--- src/rtl/control_sequencer.sv ---
// rtl/control_sequencer.sv - microcoded T-state sequencer for the 4-bit bus CPU
module control_sequencer #(
    parameter int OPCODE_W = 4,
    parameter int STEP_W   = 3
) (
    input  logic                clk,
    input  logic                reset,
    input  logic                enable,
    input  logic [OPCODE_W-1:0] opcode,
    input  logic                carry_flag,
    input  logic                zero_flag,
    output logic                pc_ce,
    output logic                pc_oe,
    output logic                pc_ie,
    output logic                mar_ie,
    output logic                ram_oe,
    output logic                ram_we,
    output logic                ir_ie,
    output logic                ir_oe,
    output logic                a_ie,
    output logic                a_oe,
    output logic                b_ie,
    output logic                alu_oe,
    output logic                alu_sub,
    output logic                flags_ie,
    output logic                out_ie,
    output logic                hlt,
    output logic                instr_done,
    output logic [STEP_W-1:0]   step
);

    typedef enum logic [STEP_W-1:0] {
        T0 = STEP_W'(0),
        T1 = STEP_W'(1),
        T2 = STEP_W'(2),
        T3 = STEP_W'(3),
        T4 = STEP_W'(4)
    } step_t;

    localparam logic [OPCODE_W-1:0] OP_LDA = OPCODE_W'(1);
    localparam logic [OPCODE_W-1:0] OP_ADD = OPCODE_W'(2);
    localparam logic [OPCODE_W-1:0] OP_SUB = OPCODE_W'(3);
    localparam logic [OPCODE_W-1:0] OP_STA = OPCODE_W'(4);
    localparam logic [OPCODE_W-1:0] OP_LDI = OPCODE_W'(5);
    localparam logic [OPCODE_W-1:0] OP_JMP = OPCODE_W'(6);
    localparam logic [OPCODE_W-1:0] OP_JC  = OPCODE_W'(7);
    localparam logic [OPCODE_W-1:0] OP_JZ  = OPCODE_W'(8);
    localparam logic [OPCODE_W-1:0] OP_OUT = OPCODE_W'(14);
    localparam logic [OPCODE_W-1:0] OP_HLT = OPCODE_W'(15);

    step_t step_q, step_d;
    logic  halted_q, halted_d;
    logic  run;
    logic  last;

    always_ff @(posedge clk or negedge reset) begin
        if (!reset) begin
            step_q   <= T0;
            halted_q <= 1'b0;
        end else begin
            step_q   <= step_d;
            halted_q <= halted_d;
        end
    end

    // Reset gates the enables combinationally so nothing leaks while it is held.
    assign run  = reset & enable & ~halted_q;
    assign hlt  = halted_q;
    assign step = step_q;

    always_comb begin
        step_d     = step_q;
        halted_d   = halted_q;
        last       = 1'b0;
        pc_ce      = 1'b0;
        pc_oe      = 1'b0;
        pc_ie      = 1'b0;
        mar_ie     = 1'b0;
        ram_oe     = 1'b0;
        ram_we     = 1'b0;
        ir_ie      = 1'b0;
        ir_oe      = 1'b0;
        a_ie       = 1'b0;
        a_oe       = 1'b0;
        b_ie       = 1'b0;
        alu_oe     = 1'b0;
        alu_sub    = 1'b0;
        flags_ie   = 1'b0;
        out_ie     = 1'b0;
        instr_done = 1'b0;

        if (run) begin
            case (step_q)
                T0: begin
                    pc_oe  = 1'b1;
                    mar_ie = 1'b1;
                    step_d = T1;
                end
                T1: begin
                    ram_oe = 1'b1;
                    ir_ie  = 1'b1;
                    pc_ce  = 1'b1;
                    step_d = T2;
                end
                T2: begin
                    case (opcode)
                        OP_LDA, OP_ADD, OP_SUB, OP_STA: begin
                            ir_oe  = 1'b1;
                            mar_ie = 1'b1;
                            step_d = T3;
                        end
                        OP_LDI: begin
                            ir_oe = 1'b1;
                            a_ie  = 1'b1;
                            last  = 1'b1;
                        end
                        OP_JMP: begin
                            ir_oe = 1'b1;
                            pc_ie = 1'b1;
                            last  = 1'b1;
                        end
                        OP_JC: begin
                            ir_oe = carry_flag;
                            pc_ie = carry_flag;
                            last  = 1'b1;
                        end
                        OP_JZ: begin
                            ir_oe = zero_flag;
                            pc_ie = zero_flag;
                            last  = 1'b1;
                        end
                        OP_OUT: begin
                            a_oe   = 1'b1;
                            out_ie = 1'b1;
                            last   = 1'b1;
                        end
                        OP_HLT: begin
                            halted_d = 1'b1;
                            last     = 1'b1;
                        end
                        default: last = 1'b1;
                    endcase
                end
                T3: begin
                    case (opcode)
                        OP_LDA: begin
                            ram_oe = 1'b1;
                            a_ie   = 1'b1;
                            last   = 1'b1;
                        end
                        OP_ADD, OP_SUB: begin
                            ram_oe = 1'b1;
                            b_ie   = 1'b1;
                            step_d = T4;
                        end
                        OP_STA: begin
                            a_oe   = 1'b1;
                            ram_we = 1'b1;
                            last   = 1'b1;
                        end
                        default: last = 1'b1;
                    endcase
                end
                T4: begin
                    if (opcode == OP_ADD || opcode == OP_SUB) begin
                        alu_oe   = 1'b1;
                        a_ie     = 1'b1;
                        flags_ie = 1'b1;
                        alu_sub  = (opcode == OP_SUB);
                    end
                    last = 1'b1;
                end
                default: step_d = T0;
            endcase
        end else if (step_q > T4) begin
            step_d = T0;
        end

        if (last) begin
            instr_done = 1'b1;
            step_d     = T0;
        end
    end

endmodule

--- config.mk ---
export PLATFORM = sky130hd
export DESIGN_NAME = control_sequencer
export DESIGN_NICKNAME = d
export VERILOG_FILES = /design/src/rtl/control_sequencer.sv
export SDC_FILE = /design/constraint.sdc
export NUM_CORES = 1
export LEC_CHECK = 0
export ABC_CLOCK_PERIOD_IN_PS = 1600
export BUFFER_PORTS_ARGS = -buffer_cell sky130_fd_sc_hd__buf_2
export CORE_AREA = 3 3 40 42
export CTS_CLUSTER_DIAMETER = 30
export DETAILED_ROUTE_END_ITERATION = 6
export DIE_AREA = 0 0 43 45
export GPL_TIMING_DRIVEN = 0
export PLACE_DENSITY_LB_ADDON = 0.05
export SYNTH_ARGS = -nofsm -noshare
export SYNTH_HDL_FRONTEND = slang
export SYNTH_SLANG_ARGS = --single-unit
--- constraint.sdc ---
create_clock -name clk -period 1.6 [get_ports clk]
set_input_delay 0.16 -clock clk [delete_from_list [all_inputs] [get_ports clk]]
set_output_delay 0.16 -clock clk [all_outputs]
set_load 0.02 [all_outputs]
==> results.py <==
metrics = {
    "placed_design": {
        "hpwl_mm": 1.01,
        "port_buffers": 26,
        "placed_area_sq_um": 662,
        "pre_cts_slack_ns": 0.00466,
        "place.gp.congestion": 0.791,
    },
    "detailed_routing": {
        "routed_wl_mm": 1.54,
        "wl_per_cell_microns": 12.7,
        "dr.pass1.iters": 4,
        "first_iter_violations": 9,
        "ant_nets": 0,
        "vias_per_cell": 5.55,
        "via_count": 672,
        "drc": 0,
    },
    "timing": {
        "relSlewSlack": 0.716,
        "setup_viol_count_final": 3,
        "slew_viol_final": 0,
        "fin_crit_sh": 1.04,
        "clock.fmax_mhz": 603,
        "rsz0062_at_grt": "true",
        "setup_ws_ns": -0.0579,
        "fin_skew_ns": 0.00630,
        "hold_viol": 0,
        "min_period_ns": 1.66,
        "tightest_slew_ns": 0.426,
    },
    "finish": {
        "syn_to_final_growth_pct": 85.2,
        "nNetsFinal": 117,
        "fin_util": 0.696,
        "drive_above_1_share": 0.632,
        "multi_input_area_sq_um": 428,
        "regArea_sq_um": 101,
        "fillCellCount": 118,
        "fin_area_sq_um": 895,
        "antenna_cells": 0,
    },
    "synth": {
        "syn_inst": 65,
        "yosys.area.top_type": "dfrtp_1",
        "synth_xor_area_frac": 0.0181,
        "ys_types": 32,
        "yosys.area_share.simple": 0.438,
        "synth_fp_nets": 74,
        "syn_area_sq_um": 483,
        "yosys-mux-area-fraction": 0,
        "async_reset_ff_frac": 1.00,
        "ys_seq_area_frac": 0.207,
        "yosysWarnings": 0,
        "ys.flop_type": "dfrtp_1",
        "syn_avg_cell_area_sq_um": 7.43,
        "yosys.area_share.adder": 0,
        "yosysTopAreaCellShare": 0.207,
        "synth_top_family_by_area": "simple AND/OR/NAND/NOR gates",
        "synthTopCellsByArea": "dfrtp_1 21%, nor2_1 5.4%, and3b_1 5.4%",
        "synth_edf_count": 0,
        "ys_seq_elements": 4,
        "synth-compound-area-share": 0.236,
    },
    "status": {
        "run_status": "complete, but fails checks",
        "violations": "negative setup slack",
    },
    "floorplan": {
        "die-area_sq_um": 1940,
        "die_w_microns": 43,
        "initial_utilization": 0.376,
        "die_y_microns": 45,
        "rows": 13,
        "io_pins": 29,
        "core_sq_um": 1280,
    },
    "global_routing": {
        "first_global_vias": 569,
        "grtUsageMet3": 0.0239,
        "grt_use_met2": 0.269,
        "grt_max_degree": 11,
        "gr-total-overflow": 0,
        "grt.busiest_layer": "met2",
        "grt_use_met1": 0.224,
        "grt_usage": 0.167,
        "grt_pass1_wl_mm": 2.47,
        "antenna_found_initial": 0,
    },
    "clocking": {
        "worstSkewPairLatency_ns": 0.24,
        "cts_num_sinks": 4,
        "cts_made_buffers": 3,
        "cts_root_buf": "clkbuf_4",
        "tritoncts": "done",
        "cts.clk_slew.worst_paths_ns": 0.03,
        "htree_levels": 1,
        "clock_path_buffers": 2,
    },
    "power": {
        "leakage_nw": 0.427,
        "power_density_nw_per_um2": 350,
        "irDropWorstVdd_v": 0.000283,
    },
    "setup_path": {
        "critPathMaxFanout": 4,
        "crit_buf_inv": 1,
        "critPathMaxStageDelay_ns": 0.43,
        "endpoint_kind": "output port",
        "cp_cell_sequence": "nand3b_4 -> or3_4 -> a31oi_4 -> buf_6",
        "crit_family": "simple AND/OR/NAND/NOR gates",
        "start_kind": "flip-flop",
        "cp.arrival_ns": 1.50,
        "crit_type": "flip-flop to output port",
        "crit_path_top_delay_cell": "or3_4",
        "worstPathRequired_ns": 1.44,
    },
    "hold_path": {
        "holdCritPathClass": "primary input to flip-flop",
    },
    "run": {
        "drv_cap": 0,
    },
}
-- final cells by class --
cell class | instances | area share
plain buffers | 7 | 0.0601
clock buffers | 3 | 0.0252
inverters | 2 | 0.00839
multi-input cells | 52 | 0.478
flip-flops and latches | 4 | 0.113
well taps | 15 | 0.0210
repair buffers | 38 | 0.294
-- cell families (layout without fill, tap and decap cells) --
kind of cell              count (synthesis)  in the layout
buffers and inverters                     9             50
AOI/OAI and AO/OA                        17             17
xor gates and xnor gates                  1              1
DFF                                       4              4
and+or+nand+nor                          34             34
-- metal layers --
layer	up-vias	wire length, microns	share of wire
li1	330	-	-
met1	320	646	0.42
met2	20	786	0.51
met3	2	87	0.057
met4	0	17	0.011
met5	-	0	0
-- metrics by stage --
stage | setup TNS (ns) | hold slack (ns) | instances | total power [mW]
finish | -0.133 | 0.320 | 121 | 0.313
global route | -0.840 | 0.324 | 121 | 0.340
CTS | -0.139 | 0.316 | 118 | 0.314
detailed placement | 0 | -0.00718 | 106 | 0.174
global placement | -0.00233 | -0.0104 | 106 | 0.173
floorplan | -0.0388 | -0.136 | 65 | 0.149
-- placed cells by master, fill, tap and decap left out, types with 2 or more instances in the layout --
cell,n
a21oi_2,2
buf_6,6
buf_4,20
buf_2,17
nor2_1,4
nand4_1,2
nor2_2,2
inv_1,2
a21oi_1,3
nand3b_1,2
nand2_1,4
nor4_2,2
dfrtp_1,3
clkbuf_4,3
o21ai_1,2
nor3_2,2
and3b_1,2
nand3_1,3
-- report_power, final --
group	switching (mW)	internal [mW]	leakage [nW]	total [mW]
Combinational	0.0489	0.0321	0.366	0.0810
Clock	0.0413	0.0839	0.0138	0.125
Sequential	0.00176	0.105	0.0474	0.107
-- repair_timing --
action | CTS | global route
setup buffers | 7 | 3
cloned | 1 | 0
resized for setup | 20 | 13
setup endpoints to repair | 13 | 14
pin swaps | 7 | 5
hold buffers | 1 | 0
hold endpoints to repair | 4 | 0
-- synth_stat cells (all sizes together) (2+ instances only) --
cell type  number
nand3b          3
o21ai           3
inv             2
nor4            3
a311oi          2
dfrtp           4
nand2           4
nor2            7
nand3           3
nand4           2
and3b           3
nor3            3
or3             2
a21oi           5
buf             6
-- state kept, by name, indices dropped and copies added, names as in the netlist --
register,flops
step,3
hlt,1
-- path summary, 6_finish.rpt --
check | startpoint | to | slack, ns | depth (start not counted)
worst max-delay path | hlt$_DFFE_PN0P_ | ir_oe | -0.06 | 4
worst min-delay path | opcode[2] | hlt$_DFFE_PN0P_ | 0.32 | 3
worst max register to register | hlt$_DFFE_PN0P_ | hlt$_DFFE_PN0P_ | 0.30 | 3
worst min register to register | hlt$_DFFE_PN0P_ | hlt$_DFFE_PN0P_ | 0.57 | 3
max in group asynchronous | reset | step[2]$_DFFE_PN0P_ | 1.09 | 2
min in group asynchronous | reset | step[1]$_DFFE_PN0P_ | 0.33 | 2
-- worst min-delay path: cells and delay by family --
kind | cells | cell delay (ns)
compound gates | 1 | 0.07
simple gates | 1 | 0.12
buf+inv | 1 | 0.15
No activity file was read; power rests on OpenSTA's default activity.
